## config.mk

```make
export PLATFORM = sky130hd
export DESIGN_NAME = udma_spim_reg_if_mc_flat
export DESIGN_NICKNAME = d
export VERILOG_FILES = /design/src/rtl/udma_spim_reg_if_mc_pkg.sv /design/src/rtl/udma_spim_reg_if_mc_if.sv /design/src/rtl/udma_spim_reg_if_mc_cmd_fifo.sv /design/src/rtl/udma_spim_reg_if_mc.sv /design/src/flat_wrapper.sv
export SDC_FILE = /design/constraint.sdc
export NUM_CORES = 1
export LEC_CHECK = 0
export CORE_ASPECT_RATIO = 0.6
export CORE_MARGIN = 5
export CORE_UTILIZATION = 48
export CTS_BUF_LIST = sky130_fd_sc_hd__clkbuf_8 sky130_fd_sc_hd__clkbuf_16
export DETAILED_ROUTE_END_ITERATION = 12
export GPL_TIMING_DRIVEN = 0
export HOLD_SLACK_MARGIN = 0.12
export PLACE_DENSITY = 0.81
export SKIP_LAST_GASP = 1
export SLEW_MARGIN = 5
export SYNTH_ARGS = -nofsm -noshare
export SYNTH_HDL_FRONTEND = slang
export SYNTH_SLANG_ARGS = --single-unit
```

## constraint.sdc

```tcl
create_clock -name clk_i -period 4.3 [get_ports clk_i]
set_input_delay 0.43 -clock clk_i [delete_from_list [all_inputs] [get_ports clk_i]]
set_output_delay 0.43 -clock clk_i [all_outputs]
set_load 0.01 [all_outputs]
```

## src/rtl/udma_spim_reg_if_mc_pkg.sv

```systemverilog
// ---------------------------------------------------------------------------
// udma_spim_mc_pkg
// Shared definitions for the multi-channel uDMA SPI master register interface:
// cfg-bus word offsets, channel window stride, uDMA setup command codes and the
// packed entry type stored in the setup-command queue.
// ---------------------------------------------------------------------------
package udma_spim_mc_pkg;

  localparam int CFG_AW    = 5;  // cfg bus word-address width
  localparam int CH_STRIDE = 4;  // words per channel register window

  // Offsets inside a channel window
  localparam logic [1:0] REG_SADDR = 2'd0;
  localparam logic [1:0] REG_SIZE  = 2'd1;
  localparam logic [1:0] REG_CFG   = 2'd2;

  // Global registers
  localparam logic [4:0] REG_STATUS = 5'h10;
  localparam logic [4:0] REG_EVT    = 5'h11;
  localparam logic [4:0] REG_EVT_EN = 5'h12;

  // uDMA command-stream setup codes (bits [31:28] of the command word)
  localparam logic [3:0] SPI_CMD_SETUP_UCA = 4'hD;
  localparam logic [3:0] SPI_CMD_SETUP_UCS = 4'hE;

  // Default widths of the address and size fields carried by the queue
  localparam int DEF_L2_AWIDTH  = 12;
  localparam int DEF_TRANS_SIZE = 16;

  function automatic int max_int(input int a, input int b);
    return (a > b) ? a : b;
  endfunction

  // One payload field serves both UCA (address) and UCS (size); the top
  // module slices it down to the width each destination needs.
  localparam int PAYLOAD_W = max_int(DEF_L2_AWIDTH, DEF_TRANS_SIZE);

  typedef struct packed {
    logic                 uca;      // 1 = address setup, 0 = size setup
    logic [1:0]           ch;
    logic [1:0]           ds;
    logic [PAYLOAD_W-1:0] payload;
  } q_entry_t;

endpackage

```

## src/rtl/udma_spim_reg_if_mc_if.sv

```systemverilog
// ---------------------------------------------------------------------------
// udma_spim_reg_if_mc_if
// Bundles the cfg (APB-like) register bus and the uDMA command stream.
//   master : drives cfg requests and command words, receives read data/ready
//   slave  : the register interface block
// ---------------------------------------------------------------------------
interface udma_spim_reg_if_mc_if;
  import udma_spim_mc_pkg::*;

  logic [31:0]       cfg_data_i;
  logic [CFG_AW-1:0] cfg_addr_i;
  logic              cfg_valid_i;
  logic              cfg_rwn_i;
  logic [31:0]       cfg_data_o;
  logic              cfg_ready_o;

  logic [31:0]       udma_cmd_i;
  logic              udma_cmd_valid_i;
  logic              udma_cmd_ready_i;
  logic              udma_cmd_ready_o;

  modport master (
    output cfg_data_i, cfg_addr_i, cfg_valid_i, cfg_rwn_i,
    output udma_cmd_i, udma_cmd_valid_i, udma_cmd_ready_i,
    input  cfg_data_o, cfg_ready_o, udma_cmd_ready_o
  );

  modport slave (
    input  cfg_data_i, cfg_addr_i, cfg_valid_i, cfg_rwn_i,
    input  udma_cmd_i, udma_cmd_valid_i, udma_cmd_ready_i,
    output cfg_data_o, cfg_ready_o, udma_cmd_ready_o
  );
endinterface

```

## src/rtl/udma_spim_reg_if_mc_cmd_fifo.sv

```systemverilog
// ---------------------------------------------------------------------------
// udma_spim_cmd_fifo
// Generic synchronous FIFO, first-word-fall-through (head visible on data_o
// whenever empty_o is low).
//   clk_i, rst_i        : clock, synchronous active-high reset
//   push_i / data_i     : write request and data (ignored when full)
//   pop_i               : drop the head entry (ignored when empty)
//   flush_i             : discard all entries; overrides push/pop
//   data_o              : head entry
//   full_o, empty_o     : status
//   count_o             : number of stored entries
// DEPTH must be a power of two so the pointers wrap naturally.
// ---------------------------------------------------------------------------
module udma_spim_cmd_fifo #(
  parameter int W     = 8,
  parameter int DEPTH = 4
) (
  input  logic                       clk_i,
  input  logic                       rst_i,
  input  logic                       push_i,
  input  logic [W-1:0]               data_i,
  input  logic                       pop_i,
  input  logic                       flush_i,
  output logic [W-1:0]               data_o,
  output logic                       full_o,
  output logic                       empty_o,
  output logic [$clog2(DEPTH):0]     count_o
);
  localparam int AW = $clog2(DEPTH);

  logic [W-1:0]  mem_q [DEPTH];
  logic [AW-1:0] wr_ptr_q, wr_ptr_d;
  logic [AW-1:0] rd_ptr_q, rd_ptr_d;
  logic [AW:0]   count_q, count_d;
  logic          do_push, do_pop;

  assign full_o  = (count_q == (AW+1)'(DEPTH));
  assign empty_o = (count_q == '0);
  assign count_o = count_q;
  assign data_o  = mem_q[rd_ptr_q];

  assign do_push = push_i & ~full_o & ~flush_i;
  assign do_pop  = pop_i & ~empty_o & ~flush_i;

  always_comb begin
    wr_ptr_d = wr_ptr_q;
    rd_ptr_d = rd_ptr_q;
    count_d  = count_q;
    if (flush_i) begin
      wr_ptr_d = '0;
      rd_ptr_d = '0;
      count_d  = '0;
    end else begin
      if (do_push) wr_ptr_d = wr_ptr_q + AW'(1);
      if (do_pop)  rd_ptr_d = rd_ptr_q + AW'(1);
      case ({do_push, do_pop})
        2'b10:   count_d = count_q + (AW+1)'(1);
        2'b01:   count_d = count_q - (AW+1)'(1);
        default: count_d = count_q;
      endcase
    end
  end

  always_ff @(posedge clk_i) begin
    if (rst_i) begin
      wr_ptr_q <= '0;
      rd_ptr_q <= '0;
      count_q  <= '0;
    end else begin
      wr_ptr_q <= wr_ptr_d;
      rd_ptr_q <= rd_ptr_d;
      count_q  <= count_d;
    end
  end

  // Storage needs no reset: only entries below count_q are ever observed.
  always_ff @(posedge clk_i) begin
    if (do_push) mem_q[wr_ptr_q] <= data_i;
  end
endmodule

```

## src/rtl/udma_spim_reg_if_mc.sv

```systemverilog
// ---------------------------------------------------------------------------
// udma_spim_reg_if_mc
// Multi-channel register interface for the uDMA SPI master.
//   clk_i, rst_i           : clock, synchronous active-high reset
//   bus (slave modport)    : cfg register bus + uDMA command stream
//   cfg_*_o                : per-channel setup towards the uDMA channels
//                            (en/clr are single-cycle pulses)
//   cfg_en_i/pending_i/... : per-channel status from the uDMA channels
//   status_i               : SPI core status, visible in STATUS
//   irq_o                  : registered OR of enabled sticky done events
// UCA/UCS setup commands are queued in order; a UCS waits until its channel
// is idle and its guard counter has expired, then loads size/datasize and
// pulses cfg_en_o. Payload slicing assumes L2_AWIDTH_NOAL and TRANS_SIZE do
// not exceed PAYLOAD_W.
// ---------------------------------------------------------------------------
module udma_spim_reg_if_mc
  import udma_spim_mc_pkg::*;
#(
  parameter int L2_AWIDTH_NOAL = 12,
  parameter int TRANS_SIZE     = 16,
  parameter int NUM_CH         = 3,
  parameter int Q_DEPTH        = 4
) (
  input  logic                                  clk_i,
  input  logic                                  rst_i,
  udma_spim_reg_if_mc_if.slave                  bus,
  output logic [NUM_CH-1:0][L2_AWIDTH_NOAL-1:0] cfg_startaddr_o,
  output logic [NUM_CH-1:0][TRANS_SIZE-1:0]     cfg_size_o,
  output logic [NUM_CH-1:0][1:0]                cfg_datasize_o,
  output logic [NUM_CH-1:0]                     cfg_continuous_o,
  output logic [NUM_CH-1:0]                     cfg_en_o,
  output logic [NUM_CH-1:0]                     cfg_clr_o,
  output logic [NUM_CH-1:0]                     cfg_backpressure_o,
  input  logic [NUM_CH-1:0]                     cfg_en_i,
  input  logic [NUM_CH-1:0]                     cfg_pending_i,
  input  logic [NUM_CH-1:0][L2_AWIDTH_NOAL-1:0] cfg_curr_addr_i,
  input  logic [NUM_CH-1:0][TRANS_SIZE-1:0]     cfg_bytes_left_i,
  input  logic [1:0]                            status_i,
  output logic                                  irq_o
);
  localparam int CNT_W = $clog2(Q_DEPTH) + 1;

  // Register state
  logic [NUM_CH-1:0][L2_AWIDTH_NOAL-1:0] startaddr_q, startaddr_d;
  logic [NUM_CH-1:0][TRANS_SIZE-1:0]     size_q, size_d;
  logic [NUM_CH-1:0][1:0]                ds_q, ds_d;
  logic [NUM_CH-1:0][1:0]                guard_q, guard_d;
  logic [NUM_CH-1:0] cont_q, cont_d, bp_q, bp_d, en_q, en_d, clr_q, clr_d;
  logic [NUM_CH-1:0] evt_q, evt_d, evt_en_q, evt_en_d, en_prev_q;
  logic              irq_q, irq_d;

  // Queue
  q_entry_t         push_entry, head;
  logic             push, pop, flush, full, empty;
  logic [CNT_W-1:0] count;

  // Decode
  logic [3:0]        cmd_code;
  logic              cmd_is_uca, cmd_is_ucs, cmd_accept;
  logic              wr_req, wr, conflict;
  logic [NUM_CH-1:0] hit_saddr, hit_size, hit_cfg, head_sel, guard_busy;
  logic [NUM_CH-1:0] uca_pop_sel, ucs_pop_sel;
  logic [31:0]       wdata, rdata;
  logic              unused_bits;

  assign wdata      = bus.cfg_data_i;
  assign cmd_code   = bus.udma_cmd_i[31:28];
  assign cmd_is_uca = (cmd_code == SPI_CMD_SETUP_UCA);
  assign cmd_is_ucs = (cmd_code == SPI_CMD_SETUP_UCS);
  assign cmd_accept = bus.udma_cmd_valid_i & bus.udma_cmd_ready_i & ~full;
  assign bus.udma_cmd_ready_o = ~full;

  // Commands for non-existent channels are consumed but never queued, so
  // every queued entry refers to a real channel.
  assign push = cmd_accept & (cmd_is_uca | cmd_is_ucs) &
                (int'(bus.udma_cmd_i[27:26]) < NUM_CH);

  always_comb begin
    push_entry         = '0;
    push_entry.uca     = cmd_is_uca;
    push_entry.ch      = bus.udma_cmd_i[27:26];
    push_entry.ds      = bus.udma_cmd_i[25:24];
    push_entry.payload = bus.udma_cmd_i[PAYLOAD_W-1:0];
  end

  for (genvar gi = 0; gi < NUM_CH; gi++) begin : g_ch
    assign hit_saddr[gi]  = (bus.cfg_addr_i == CFG_AW'(CH_STRIDE*gi + int'(REG_SADDR)));
    assign hit_size[gi]   = (bus.cfg_addr_i == CFG_AW'(CH_STRIDE*gi + int'(REG_SIZE)));
    assign hit_cfg[gi]    = (bus.cfg_addr_i == CFG_AW'(CH_STRIDE*gi + int'(REG_CFG)));
    assign head_sel[gi]   = ~empty & (head.ch == 2'(gi));
    assign guard_busy[gi] = (guard_q[gi] != 2'd0);
  end

  // UCA never waits; UCS waits for its channel to be idle and unguarded.
  assign pop = ~empty & (head.uca | (|(head_sel & ~cfg_pending_i & ~guard_busy)));
  assign uca_pop_sel = head_sel & {NUM_CH{pop & head.uca}};
  assign ucs_pop_sel = head_sel & {NUM_CH{pop & ~head.uca}};

  // A CFG write always carries datasize, so it collides with any UCS pop
  // to the same channel.
  assign conflict = |(uca_pop_sel & hit_saddr) | |(ucs_pop_sel & (hit_size | hit_cfg));
  assign wr_req   = bus.cfg_valid_i & ~bus.cfg_rwn_i;
  assign bus.cfg_ready_o = ~(wr_req & (cmd_accept | conflict));
  assign wr    = wr_req & bus.cfg_ready_o;
  assign flush = wr & (|hit_cfg) & wdata[6];

  udma_spim_cmd_fifo #(.W($bits(q_entry_t)), .DEPTH(Q_DEPTH)) u_cmd_fifo (
    .clk_i   (clk_i),
    .rst_i   (rst_i),
    .push_i  (push),
    .data_i  (push_entry),
    .pop_i   (pop),
    .flush_i (flush),
    .data_o  (head),
    .full_o  (full),
    .empty_o (empty),
    .count_o (count)
  );

  always_comb begin
    startaddr_d = startaddr_q;
    size_d      = size_q;
    ds_d        = ds_q;
    cont_d      = cont_q;
    bp_d        = bp_q;
    en_d        = '0;
    clr_d       = '0;
    guard_d     = guard_q;
    evt_d       = evt_q;
    evt_en_d    = evt_en_q;
    irq_d       = |(evt_q & evt_en_q);
    for (int c = 0; c < NUM_CH; c++) begin
      if (guard_busy[c]) guard_d[c] = guard_q[c] - 2'd1;
      if (wr & hit_saddr[c]) startaddr_d[c] = wdata[L2_AWIDTH_NOAL-1:0];
      if (wr & hit_size[c])  size_d[c] = wdata[TRANS_SIZE-1:0];
      if (wr & hit_cfg[c]) begin
        bp_d[c]   = wdata[7];
        clr_d[c]  = wdata[6];
        en_d[c]   = wdata[4];
        ds_d[c]   = wdata[2:1];
        cont_d[c] = wdata[0];
      end
      if (uca_pop_sel[c]) startaddr_d[c] = head.payload[L2_AWIDTH_NOAL-1:0];
      if (ucs_pop_sel[c]) begin
        size_d[c]  = head.payload[TRANS_SIZE-1:0];
        ds_d[c]    = head.ds;
        en_d[c]    = 1'b1;
        // Covers the cycles before the channel reflects the new transfer
        // on cfg_pending_i.
        guard_d[c] = 2'd2;
      end
      if (flush) guard_d[c] = 2'd0;
      // W1C first so a simultaneous done event survives the clear.
      if (wr & (bus.cfg_addr_i == REG_EVT) & wdata[c]) evt_d[c] = 1'b0;
      if (en_prev_q[c] & ~cfg_en_i[c] & ~cfg_pending_i[c]) evt_d[c] = 1'b1;
    end
    if (wr & (bus.cfg_addr_i == REG_EVT_EN)) evt_en_d = wdata[NUM_CH-1:0];
  end

  always_ff @(posedge clk_i) begin
    if (rst_i) begin
      startaddr_q <= '0;
      size_q      <= '0;
      ds_q        <= {NUM_CH{2'b10}};
      cont_q      <= '0;
      bp_q        <= '0;
      en_q        <= '0;
      clr_q       <= '0;
      guard_q     <= '0;
      evt_q       <= '0;
      evt_en_q    <= '0;
      en_prev_q   <= '0;
      irq_q       <= 1'b0;
    end else begin
      startaddr_q <= startaddr_d;
      size_q      <= size_d;
      ds_q        <= ds_d;
      cont_q      <= cont_d;
      bp_q        <= bp_d;
      en_q        <= en_d;
      clr_q       <= clr_d;
      guard_q     <= guard_d;
      evt_q       <= evt_d;
      evt_en_q    <= evt_en_d;
      en_prev_q   <= cfg_en_i;
      irq_q       <= irq_d;
    end
  end

  // Read mux: reserved words and absent channels fall through to zero.
  always_comb begin
    rdata = '0;
    for (int c = 0; c < NUM_CH; c++) begin
      if (hit_saddr[c]) rdata = 32'(cfg_curr_addr_i[c]);
      if (hit_size[c])  rdata = 32'(cfg_bytes_left_i[c]);
      if (hit_cfg[c])   rdata = {24'h0, bp_q[c], 1'b0, cfg_pending_i[c], cfg_en_i[c],
                                 1'b0, ds_q[c], cont_q[c]};
    end
    if (bus.cfg_addr_i == REG_STATUS) rdata = {16'h0, 8'(count), 6'h0, status_i};
    if (bus.cfg_addr_i == REG_EVT)    rdata = 32'(evt_q);
    if (bus.cfg_addr_i == REG_EVT_EN) rdata = 32'(evt_en_q);
  end

  assign bus.cfg_data_o = rdata;

  assign cfg_startaddr_o    = startaddr_q;
  assign cfg_size_o         = size_q;
  assign cfg_datasize_o     = ds_q;
  assign cfg_continuous_o   = cont_q;
  assign cfg_en_o           = en_q;
  assign cfg_clr_o          = clr_q;
  assign cfg_backpressure_o = bp_q;
  assign irq_o              = irq_q;

  assign unused_bits = ^{wdata[31:8], bus.udma_cmd_i[23:PAYLOAD_W]};
endmodule

```

## src/flat_wrapper.sv

```systemverilog
// flat-port wrapper written by rule: the top's interface ports become plain ports
module udma_spim_reg_if_mc_flat import udma_spim_mc_pkg::*;
#(
  parameter int L2_AWIDTH_NOAL = 12,
  parameter int TRANS_SIZE     = 16,
  parameter int NUM_CH         = 3,
  parameter int Q_DEPTH        = 4
)
  (clk_i, rst_i, cfg_startaddr_o, cfg_size_o, cfg_datasize_o, cfg_continuous_o, cfg_en_o, cfg_clr_o, cfg_backpressure_o, cfg_en_i, cfg_pending_i, cfg_curr_addr_i, cfg_bytes_left_i, status_i, irq_o, bus_cfg_data_i, bus_cfg_addr_i, bus_cfg_valid_i, bus_cfg_rwn_i, bus_udma_cmd_i, bus_udma_cmd_valid_i, bus_udma_cmd_ready_i, bus_cfg_data_o, bus_cfg_ready_o, bus_udma_cmd_ready_o);
  udma_spim_reg_if_mc_if bus_i ();
  input  logic clk_i;
  input  logic rst_i;
  output logic [NUM_CH-1:0][L2_AWIDTH_NOAL-1:0] cfg_startaddr_o;
  output logic [NUM_CH-1:0][TRANS_SIZE-1:0] cfg_size_o;
  output logic [NUM_CH-1:0][1:0] cfg_datasize_o;
  output logic [NUM_CH-1:0] cfg_continuous_o;
  output logic [NUM_CH-1:0] cfg_en_o;
  output logic [NUM_CH-1:0] cfg_clr_o;
  output logic [NUM_CH-1:0] cfg_backpressure_o;
  input  logic [NUM_CH-1:0] cfg_en_i;
  input  logic [NUM_CH-1:0] cfg_pending_i;
  input  logic [NUM_CH-1:0][L2_AWIDTH_NOAL-1:0] cfg_curr_addr_i;
  input  logic [NUM_CH-1:0][TRANS_SIZE-1:0] cfg_bytes_left_i;
  input  logic [1:0] status_i;
  output logic irq_o;
  input wire logic [$bits(bus_i.cfg_data_i)-1:0] bus_cfg_data_i;
  input wire logic [$bits(bus_i.cfg_addr_i)-1:0] bus_cfg_addr_i;
  input wire logic [$bits(bus_i.cfg_valid_i)-1:0] bus_cfg_valid_i;
  input wire logic [$bits(bus_i.cfg_rwn_i)-1:0] bus_cfg_rwn_i;
  input wire logic [$bits(bus_i.udma_cmd_i)-1:0] bus_udma_cmd_i;
  input wire logic [$bits(bus_i.udma_cmd_valid_i)-1:0] bus_udma_cmd_valid_i;
  input wire logic [$bits(bus_i.udma_cmd_ready_i)-1:0] bus_udma_cmd_ready_i;
  output wire logic [$bits(bus_i.cfg_data_o)-1:0] bus_cfg_data_o;
  output wire logic [$bits(bus_i.cfg_ready_o)-1:0] bus_cfg_ready_o;
  output wire logic [$bits(bus_i.udma_cmd_ready_o)-1:0] bus_udma_cmd_ready_o;
  assign bus_i.cfg_data_i = bus_cfg_data_i;
  assign bus_i.cfg_addr_i = bus_cfg_addr_i;
  assign bus_i.cfg_valid_i = bus_cfg_valid_i;
  assign bus_i.cfg_rwn_i = bus_cfg_rwn_i;
  assign bus_i.udma_cmd_i = bus_udma_cmd_i;
  assign bus_i.udma_cmd_valid_i = bus_udma_cmd_valid_i;
  assign bus_i.udma_cmd_ready_i = bus_udma_cmd_ready_i;
  assign bus_cfg_data_o = bus_i.cfg_data_o;
  assign bus_cfg_ready_o = bus_i.cfg_ready_o;
  assign bus_udma_cmd_ready_o = bus_i.udma_cmd_ready_o;
  udma_spim_reg_if_mc #(.L2_AWIDTH_NOAL(L2_AWIDTH_NOAL), .TRANS_SIZE(TRANS_SIZE), .NUM_CH(NUM_CH), .Q_DEPTH(Q_DEPTH)) u_core (.clk_i(clk_i), .rst_i(rst_i), .bus(bus_i), .cfg_startaddr_o(cfg_startaddr_o), .cfg_size_o(cfg_size_o), .cfg_datasize_o(cfg_datasize_o), .cfg_continuous_o(cfg_continuous_o), .cfg_en_o(cfg_en_o), .cfg_clr_o(cfg_clr_o), .cfg_backpressure_o(cfg_backpressure_o), .cfg_en_i(cfg_en_i), .cfg_pending_i(cfg_pending_i), .cfg_curr_addr_i(cfg_curr_addr_i), .cfg_bytes_left_i(cfg_bytes_left_i), .status_i(status_i), .irq_o(irq_o));
endmodule
```

==> results.txt, run 1 <==
Outcome: complete, no violations
Ys flop type: dfxtp_1
Hold Slack: 439 ps
Postcts setup bufs: 0
Share of the synthesized area in the top cell type: 24.3%
Initial Util: 49.3%
Vias per cell: 6.33
Cell area after synthesis: 10500 um2
Cell with the most instances after synthesis: dfxtp_1
Total number of vias: 10057
Grt total ovfl: 0
Ant. Diodes: 0
Die Y: 124 um
Seq/Total Area, Yosys: 48.4%
Critical path's top delay family: buffers and inverters
Clock power frac: 41.0%
Root buffer selected by CTS: clkbuf_16
Synth area leaders: dfxtp_1 (24%), edfxtp_1 (24%), mux4_2 (4.5%)
Drt pass-1 iters: 9
Worst-Margin Slew: 1200 ps
Worst R2R Setup Slack: 520 ps
Post-synth cell types: 72
Initial antenna violation count: 0
CP Cell Sequence: clkdlybuf4s50_1, buf_2, or3b_2, clkbuf_1, nor2_2, clkbuf_1, a222oi_1, inv_1, clkdlybuf4s50_1
Comb power frac: 12.8%
Layout cell share with drive strength beyond 1: 11.5%
Vias in the first global route: 9651
Beginning of the critical path: bus_cfg_addr_i[2]
Hold Path Class: reg -> reg
Path depth of the worst reg2reg path: 15
Crit path to: bus_cfg_data_o[15]
Crit path max fanout: 10
Switching Power: 0.00111 W
Worst path slowest cell: nor2_2
CTS tree: done
Worst path buffer plus inverter count: 6
#FFs+latches synth: 211
Critical path class: in -> out
IO Pins: 304
Total power: 0.00459 W
Global-route wire length before repair: 59500 um
Area delta synth->final: 35.4%
IR drop worst, VDD: 0.234 mV
RD Place Congestion: 0.957
Final Cycle Share: 96.7%
RSZ-0062 raised after global routing: false
Number of synthesis warnings: 0
Residual DRC: 0
Max stage delay on crit path: 530 ps
Pwr Density: 324 nW/um2
Post-synth EDFFs: 84
Sw frac: 24.1%
Final Hold Fails: 0
Sequential Power Share: 46.2%
Clock Sink Count: 211
Max Buffers Root-to-Sink: 3
Pint: 0.00348 W
Post-synth top cells: dfxtp_1 (127), nor2_1 (97), o21ai_0 (91)
Row count: 41
Clock Pin Slew Worst Setup and Hold Paths: 60 ps
Endpoint type of the worst setup path: output port
CP required: 3870 ps
Cell count after synthesis: 1003
Max cap viols: 0
Final setup viols: 0
Number of buffers added on ports: 259
Largest area contributor in the synthesized netlist: dfxtp_1
Drt first-iter violations: 1551
Max Slew Vio Count: 0
Final nets: 1471
DP Wirelength: 30700 um
Setup Skew: 11.4 ps
F_max: 0.240 GHz
Die Wd: 201 um
FF-to-FF End: u_core.u_cmd_fifo.count_o[2]
Worst rel slew slack: 19.7%
Cell depth of the worst setup path: 9
Die ar.: 25000 um2
Static leakage: 4.82 nW
CTS Buf Count: 19
Largest net degree at the start of global routing: 22
Startpoint types: input pin
Min Tclk post-route: 4160 ps
Worst hold path depth: 2
Area of the core: 21200 um2
WL/cell: 25.4 um
Synthesized area per cell: 10.4 um2
Clk_lat worst skew: 490 ps
Clock H-tree levels: 1
Drt total wl: 40400 um
WP data arrival: 3730 ps
Antenna-violating nets left: 0
FFs w/ async S/R, synth: 0%
GR Util All Layers: 30.6%
power groups by stage:
| stage | Clock [W] | Combinational [W] | Sequential [W] |
|---|---|---|---|
| 6_report | 0.00188 | 0.000587 | 0.00212 |
| 5_1_grt | 0.00198 | 0.000613 | 0.00212 |
| 3_3_place_gp | 0 | 0.000555 | 0.00216 |
| 4_1_cts | 0.00188 | 0.000566 | 0.00212 |
| 3_5_place_dp | 0 | 0.000562 | 0.00216 |
| 2_1_floorplan | 0 | 0.000253 | 0.00217 |
layout by cell type (no fill, tap or decap), drive strengths merged, types with 4 or more instances in the layout:
cell and count:
a2111oi 13, a211oi 25, a21oi 42, a222oi 13
a22oi 24, a311oi 20, a31oi 21, and2 6
and3 13, buf 49, bufinv 5, clkbuf 79
clkdlybuf4s50 259, clkinv 4, clkinvlp 4, conb 16
dfxtp 127, edfxtp 84, ha 5, inv 18
mux2i 42, mux4 21, nand2 30, nand2b 4
nand3 39, nand3b 4, nand4 7, nor2 97
nor2b 6, nor3 26, nor3b 9, nor4 15
o21ai 106, o22ai 4, o311a 26, o31ai 5
or3 6, or3b 4, xnor2 6
worst min-delay path, delay by kind of cell (launching register included):
kind | cells | cell delay [ps]
flops | 1 | 300
simple gates | 1 | 50
compound gates | 1 | 50
metrics by stage:
stage / TNS (ps) / setup slack, ps / std cells / cell area (um2) / utilization [%]
floorplan: 0 / 1180 / 1018 / 10500 / -
global placement: -663 / -596 / 1556 / 13500 / 63.4
finish: 0 / 140 / 1589 / 14200 / 66.8
global route: 0 / 26.1 / 1589 / 14200 / 66.8
detailed placement: -594 / -455 / 1556 / 13500 / 63.4
CTS: -8.70 / -8.70 / 1589 / 14200 / 66.6
how the worst min path moves through the flow:
| stage | slack (ps) | end | start |
|---|---|---|---|
| floorplan | 410 | u_core.guard_q[4] | u_core.guard_q[4] |
| finish | 440 | u_core.evt_q[2] | u_core.en_prev_q[2] |
| CTS | 440 | u_core.evt_q[2] | u_core.en_prev_q[2] |
| global placement | 420 | u_core.guard_q[4] | u_core.guard_q[4] |
| detailed placement | 420 | u_core.evt_q[2] | u_core.en_prev_q[2] |
| global route | 440 | u_core.evt_q[2] | u_core.en_prev_q[2] |
kinds of logic after synthesis:
group | after synthesis | share of synthesized area (%)
flip-flops | 211 | 48.4
buffers and inverters | 126 | 5.93
other | 1 | 0.0358
AO/OA/AOI/OAI | 309 | 21.8
multiplexers | 66 | 8.89
AND/OR/NAND/NOR | 276 | 13.6
adder cells (fa/ha/maj) | 6 | 0.789
XOR/XNOR | 8 | 0.669
sequential cells by signal, summed over array words and instances (netlist names), 3 cells and up, named ones only:
signal,flops
u_core.u_cmd_fifo.mem_q,84
u_core.cfg_size_o,48
u_core.cfg_startaddr_o,36
u_core.cfg_datasize_o,6
u_core.guard_q,6
u_core.cfg_backpressure_o,3
u_core.cfg_clr_o,3
u_core.cfg_continuous_o,3
u_core.cfg_en_o,3
u_core.en_prev_q,3
u_core.evt_en_q,3
u_core.evt_q,3
u_core.u_cmd_fifo.count_o,3
final cells by class:
class	count	area, um2
plain buffers	109	559
clock buffers	19	475
clock inverters	14	204
fillers	1677	7060
inverters	17	63.8
multi-input cells	681	4870
flip-flops and latches	211	5060
well taps	279	349
repair buffers	259	2590
what timing repair did:
item	CTS	global route
gates resized for setup	2	9
endpoints found under the hold margin	0	0
hold buffers	0	0
setup endpoints to repair	2	14
per-layer routing:
layer	vias to the layer above	wire (um)	track usage [%]
met3	76	6180	11.9
met1	4779	16900	45.1
met5	-	0	0.794
li1	4424	-	-
met2	778	16500	43.2
met4	0	810	5.18
No activity file was read; power rests on OpenSTA's default activity.
==> run 2, diff against run 1 <==
--- a/config.mk
+++ b/config.mk
@@ -14,7 +14,7 @@
 export HOLD_SLACK_MARGIN = 0.12
 export PLACE_DENSITY = 0.81
 export SKIP_LAST_GASP = 1
-export SLEW_MARGIN = 5
+export SLEW_MARGIN = 10
 export SYNTH_ARGS = -nofsm -noshare
 export SYNTH_HDL_FRONTEND = slang
 export SYNTH_SLANG_ARGS = --single-unit
==> run 2 against run 1 <==
Against the previous run:
- final cell count up 0.19%
- count of clock-buffer cells in the layout up 3
- worst setup slack better by 31 ps
- sequential cell count unchanged
- via count up 1.1%
- maximum frequency up 0.76%
==> results.txt, run 2 (synthesis results as in run 1) <==
Pwr Density: 318 nW/um2
Max Slew Vio Count: 0
Critical path class: in -> out
CTS Buf Count: 20
Final core occ: 66.7%
Max Buffers Root-to-Sink: 3
Worst-Margin Slew: 1240 ps
Most frequent cells in the layout: clkdlybuf4s50_1 (259), dfxtp_1 (127), nor2_1 (93)
Hold Path Class: reg -> reg
Die ar.: 25000 um2
Post-route cell area: 14200 um2
Final Hold Fails: 0
Total power: 0.00450 W
Max cap viols: 0
F_max: 0.242 GHz
Area of the core: 21200 um2
Vias in the first global route: 9652
Post-Layout Cell Count: 1592
Crit path max fanout: 10
Setup Skew: 10.2 ps
Final setup viols: 0
FILL cells: 1663
Worst path slowest cell: clkdlybuf4s50_1
Area delta synth->final: 35.3%
Startpoint types: input pin
Final nets: 1472
Area of the multi-input gates: 4880 um2
IO Pins: 304
Row count: 41
Static leakage: 4.83 nW
Worst rel slew slack: 17.3%
Leading cell type in the layout, fill and taps excluded: clkdlybuf4s50_1
Drt first-iter violations: 1772
WP data arrival: 3700 ps
Die Wd: 201 um
Clock H-tree levels: 1
Residual DRC: 0
Die Y: 124 um
Top reg by flops: u_core.u_cmd_fifo.mem_q
RD Place Congestion: 0.957
CTS Hold Buffers Added: 0
RSZ-0062 raised after global routing: false
Clock Sink Count: 211
Outcome: complete, no violations
Sequential Area: 5060 um2
IR drop worst, VDD: 0.247 mV
Vias per cell: 6.39
Final Cycle Share: 96.0%
Postcts setup bufs: 0
Largest net degree at the start of global routing: 22
Clk_lat worst skew: 500 ps
Clock Pin Slew Worst Setup and Hold Paths: 70 ps
Endpoint type of the worst setup path: output port
Number of buffers added on ports: 259
DP Wirelength: 30600 um
Post-route setup TNS: 0 ps
Ant. Diodes: 0
Layout cell share with drive strength beyond 1: 11.4%
Initial antenna violation count: 0
Max reg flops: 84
Placement Cell Area: 13500 um2
Antenna-violating nets left: 0
Drt pass-1 iters: 7
CP Cell Sequence: clkdlybuf4s50_1, buf_2, or3b_2, clkbuf_1, nor2_2, clkbuf_1, a222oi_1, inv_1, clkdlybuf4s50_1
Root buffer selected by CTS: clkbuf_16
Global-route wire length before repair: 59300 um
CTS tree: done
Drt total wl: 40300 um
Initial Util: 49.3%
Grt total ovfl: 0
Placed Cells: 1556
Total number of vias: 10170
WL/cell: 25.3 um
Min Tclk post-route: 4130 ps
Max stage delay on crit path: 540 ps
GR Util All Layers: 30.5%
CP required: 3870 ps
run 2: changes by cell type in the layout (fill, tap and decap cells not counted), sizes merged:
cell,previous run,this run
clkinv,4,9
clkinvlp,4,0
bufinv,5,2
clkbuf,79,82
inv,18,20
run 2: where the power goes:
part	switching (W)	internal (W)	leakage (nW)
combinational	0.000314	0.000271	2.71
clock	0.000770	0.00103	0.337
sequential	0.0000190	0.00210	1.78
total	0.00110	0.00340	4.83
run 2: metrics by stage:
step	hold WS (ps)	setup slack, ps
final	437	171
after floorplan	412	1180
after global routing	443	60.1
after detailed placement	424	-218
after global placement	423	-596
after CTS	436	6.42
run 2: cell type report:
type / count / area share (%)
Clock buffer: 22 / 3.81
Clock inverter: 14 / 0.839
Tap cell: 279 / 2.46
Inverter: 17 / 0.451
Multi-Input combinational cell: 681 / 34.4
Sequential cell: 211 / 35.8
Timing Repair Buffer: 259 / 18.3
Buffer: 109 / 3.95
run 2: layer usage:
metal	track usage [%]	routed length (um)
met1	44.9	16600
met2	42.7	16500
met4	7.12	1090
met3	11.0	6090
met5	0	0
run 2: worst paths after layout:
path	from	end	slack (ps)	depth (start not counted)
max	bus_cfg_addr_i[2]	bus_cfg_data_o[15]	170	9
min	u_core.en_prev_q[2]	u_core.evt_q[2]	440	2
max reg2reg	register	u_core.u_cmd_fifo.count_o[2]	590	14
min reg2reg	u_core.en_prev_q[2]	u_core.evt_q[2]	440	2
run 2: worst max-delay path, delay by kind of cell:
family	cells	cell delay [ps]
AND/OR/NAND/NOR	2	980
buffers and inverters	6	2040
AO/OA/AOI/OAI	1	240
run 2: what timing repair did:
item / 4_1_cts / 5_1_grt
resized for setup: 1 / 9
pin swaps: 0 / 0
endpoints found under the setup margin: 1 / 14
gates cloned: 0 / 0
==> run 3, diff against run 2 <==
--- a/config.mk
+++ b/config.mk
@@ -5,10 +5,10 @@
 export SDC_FILE = /design/constraint.sdc
 export NUM_CORES = 1
 export LEC_CHECK = 0
+export CAP_MARGIN = 20
 export CORE_ASPECT_RATIO = 0.6
 export CORE_MARGIN = 5
 export CORE_UTILIZATION = 48
-export CTS_BUF_LIST = sky130_fd_sc_hd__clkbuf_8 sky130_fd_sc_hd__clkbuf_16
 export DETAILED_ROUTE_END_ITERATION = 12
 export GPL_TIMING_DRIVEN = 0
 export HOLD_SLACK_MARGIN = 0.12
==> run 3 against run 2 <==
Against the previous run:
- core utilization rose by 0.28 points
- first-iteration DRC count shrank 1.2%
- clock power barely moved
- critical path depth rose by 1
- clock skew fell by 1.1 ps
- sequential cell count stayed put
- combinational power barely moved
- die area stayed put
- maximum frequency about the same
- sequential power hardly changed
- final cell count is 0.25% higher
- design area grew 0.42%
- largest power group unchanged
- highest routed layer unchanged
==> results.txt, run 3 (synthesis results as in run 1) <==
Critical path class: in -> out
Path depth of the worst reg2reg path: 14
Clk_lat worst skew: 500 ps
CTS Hold Buffers Added: 0
Largest net degree at the start of global routing: 22
Total power: 0.00450 W
RD Place Congestion: 0.957
Clock power frac: 39.9%
Pwr Density: 317 nW/um2
Final Cycle Share: 96.0%
CTS Buf Count: 20
Outcome: complete, no violations
Leading cell type in the layout, fill and taps excluded: clkdlybuf4s50_1
Ant. Diodes: 0
Vias in the first global route: 9652
Clock H-tree levels: 1
GR Util All Layers: 30.5%
Hold Path Class: reg -> reg
Die ar.: 25000 um2
Worst hold path depth: 2
Beginning of the critical path: bus_cfg_addr_i[2]
Worst R2R Setup Slack: 570 ps
Setup Skew: 9.11 ps
Sw frac: 24.4%
Worst rel slew slack: 38.5%
RSZ-0062 raised after global routing: false
Sequential Power Share: 47.1%
Final nets: 1476
Initial Util: 49.3%
Endpoint type of the worst setup path: output port
IR drop worst, VDD: 0.248 mV
Antenna-violating nets left: 0
Top reg by flops: u_core.u_cmd_fifo.mem_q
Layout cell share with drive strength beyond 1: 11.7%
Worst-Margin Slew: 923 ps
Min Tclk post-route: 4130 ps
WL/cell: 25.3 um
Worst path slowest cell: clkdlybuf4s50_1
FF-to-FF End: u_core.u_cmd_fifo.count_o[2]
Total number of vias: 10201
Root buffer selected by CTS: clkbuf_16
WHS Endpoint: u_core.evt_q[2]
F_max: 0.242 GHz
Final setup viols: 0
FILL cells: 1656
DP Wirelength: 30600 um
Startpoint types: input pin
Residual DRC: 0
Global-route wire length before repair: 59300 um
Most used cell, CP: clkdlybuf4s50_1
Area of the multi-input gates: 4880 um2
Drt first-iter violations: 1750
Critical path's top delay family: buffers and inverters
Area of the core: 21200 um2
Placement Cell Area: 13500 um2
WP data arrival: 3700 ps
Comb power frac: 13.0%
Worst path buffer plus inverter count: 4
Clock Sink Count: 211
Post-route cell area: 14200 um2
Grt total ovfl: 0
Postcts setup bufs: 0
Vias per cell: 6.39
Number of buffers added on ports: 259
IO Pins: 304
Max Slew Vio Count: 0
Final Hold Fails: 0
Post-Layout Cell Count: 1596
Drt total wl: 40400 um
Max stage delay on crit path: 560 ps
CP required: 3870 ps
Crit path max fanout: 10
Clock Pin Slew Worst Setup and Hold Paths: 70 ps
Area delta synth->final: 35.9%
Max reg flops: 84
Initial antenna violation count: 0
Die Wd: 201 um
CP Cell Sequence: clkdlybuf4s50_1, buf_2, or3b_2, clkbuf_1, nor2_2, a222oi_1, and3_1, o21ai_0, o311a_1, clkdlybuf4s50_1
Row count: 41
Max Buffers Root-to-Sink: 3
Drt pass-1 iters: 7
Most frequent cells in the layout: clkdlybuf4s50_1 (259), dfxtp_1 (127), nor2_1 (93)
Placed Cells: 1556
Static leakage: 4.85 nW
Die Y: 124 um
Sequential Area: 5060 um2
Worst Min Path Start: u_core.en_prev_q[2]
CTS tree: done
Pint: 0.00340 W
Max cap viols: 0
Switching Power: 0.00110 W
==> run 3: cell types whose count changed in the layout (fill, tap and decap cells not counted), sizes merged <==
cell    before  now
buf         49   53
clkbuf      82   84
inv         20   18
==> run 3: stage by stage <==
stage | util (%) | TNS [ps] | hold WS (ps) | setup WS, ps
2_1_floorplan | - | 0 | 412 | 1180
3_3_place_gp | 63.4 | -663 | 423 | -596
3_5_place_dp | 63.4 | -266 | 424 | -218
4_1_cts | 66.5 | 0 | 436 | 6.42
5_1_grt | 67.0 | 0 | 443 | 60.1
6_report | 67.0 | 0 | 437 | 171
==> run 3: worst reg2reg max path, delay by kind of cell (launching register included) <==
kind            cells  cell delay (ps)
compound gates      2              580
mux                 1              330
xor+xnor            2              280
flops               1              340
fa+ha+maj           2              580
buf+inv             3              590
simple gates        4              920
==> run 3: repair_timing <==
action | 4_1_cts | 5_1_grt
setup endpoints to repair | 1 | 14
gates resized for setup | 1 | 9
gates cloned | 0 | 0
pin swaps | 0 | 0
hold endpoints to repair | 0 | 0
==> run 3: power by group through the flow <==
stage / combinational (W) / clock (W) / sequential, W
detailed placement: 0.000561 / 0 / 0.00216
finish: 0.000585 / 0.00180 / 0.00212
global route: 0.000614 / 0.00189 / 0.00212
CTS: 0.000566 / 0.00180 / 0.00212
global placement: 0.000555 / 0 / 0.00216
floorplan: 0.000253 / 0 / 0.00217
==> run 3: cell type report <==
cell class,count,share of cell area [%]
plain buffers,109,3.93
clock inverters,12,0.783
clock buffers,24,3.84
well taps,279,2.45
multi-input cells,681,34.3
flip-flops and latches,211,35.6
repair buffers,263,18.6
inverters,17,0.449
==> run 3: how the worst max path moves through the flow <==
stage | endpoint | slack, ps | cells past startpoint
final | bus_cfg_data_o[0] | 170 | 10
after global routing | bus_cfg_data_o[15] | 60 | 9
after CTS | bus_cfg_data_o[0] | 6 | 10
after detailed placement | bus_cfg_data_o[1] | -220 | 10
after global placement | bus_cfg_data_o[1] | -600 | 10
after floorplan | u_core.u_cmd_fifo.count_o[2] | 1180 | 13
==> run 3: routing by layer <==
layer  wire length, um  GRT usage [%]
met5                 0              0
met4              1140           7.12
met3              5880           11.0
met2             16300           42.7
met1             17000           44.9
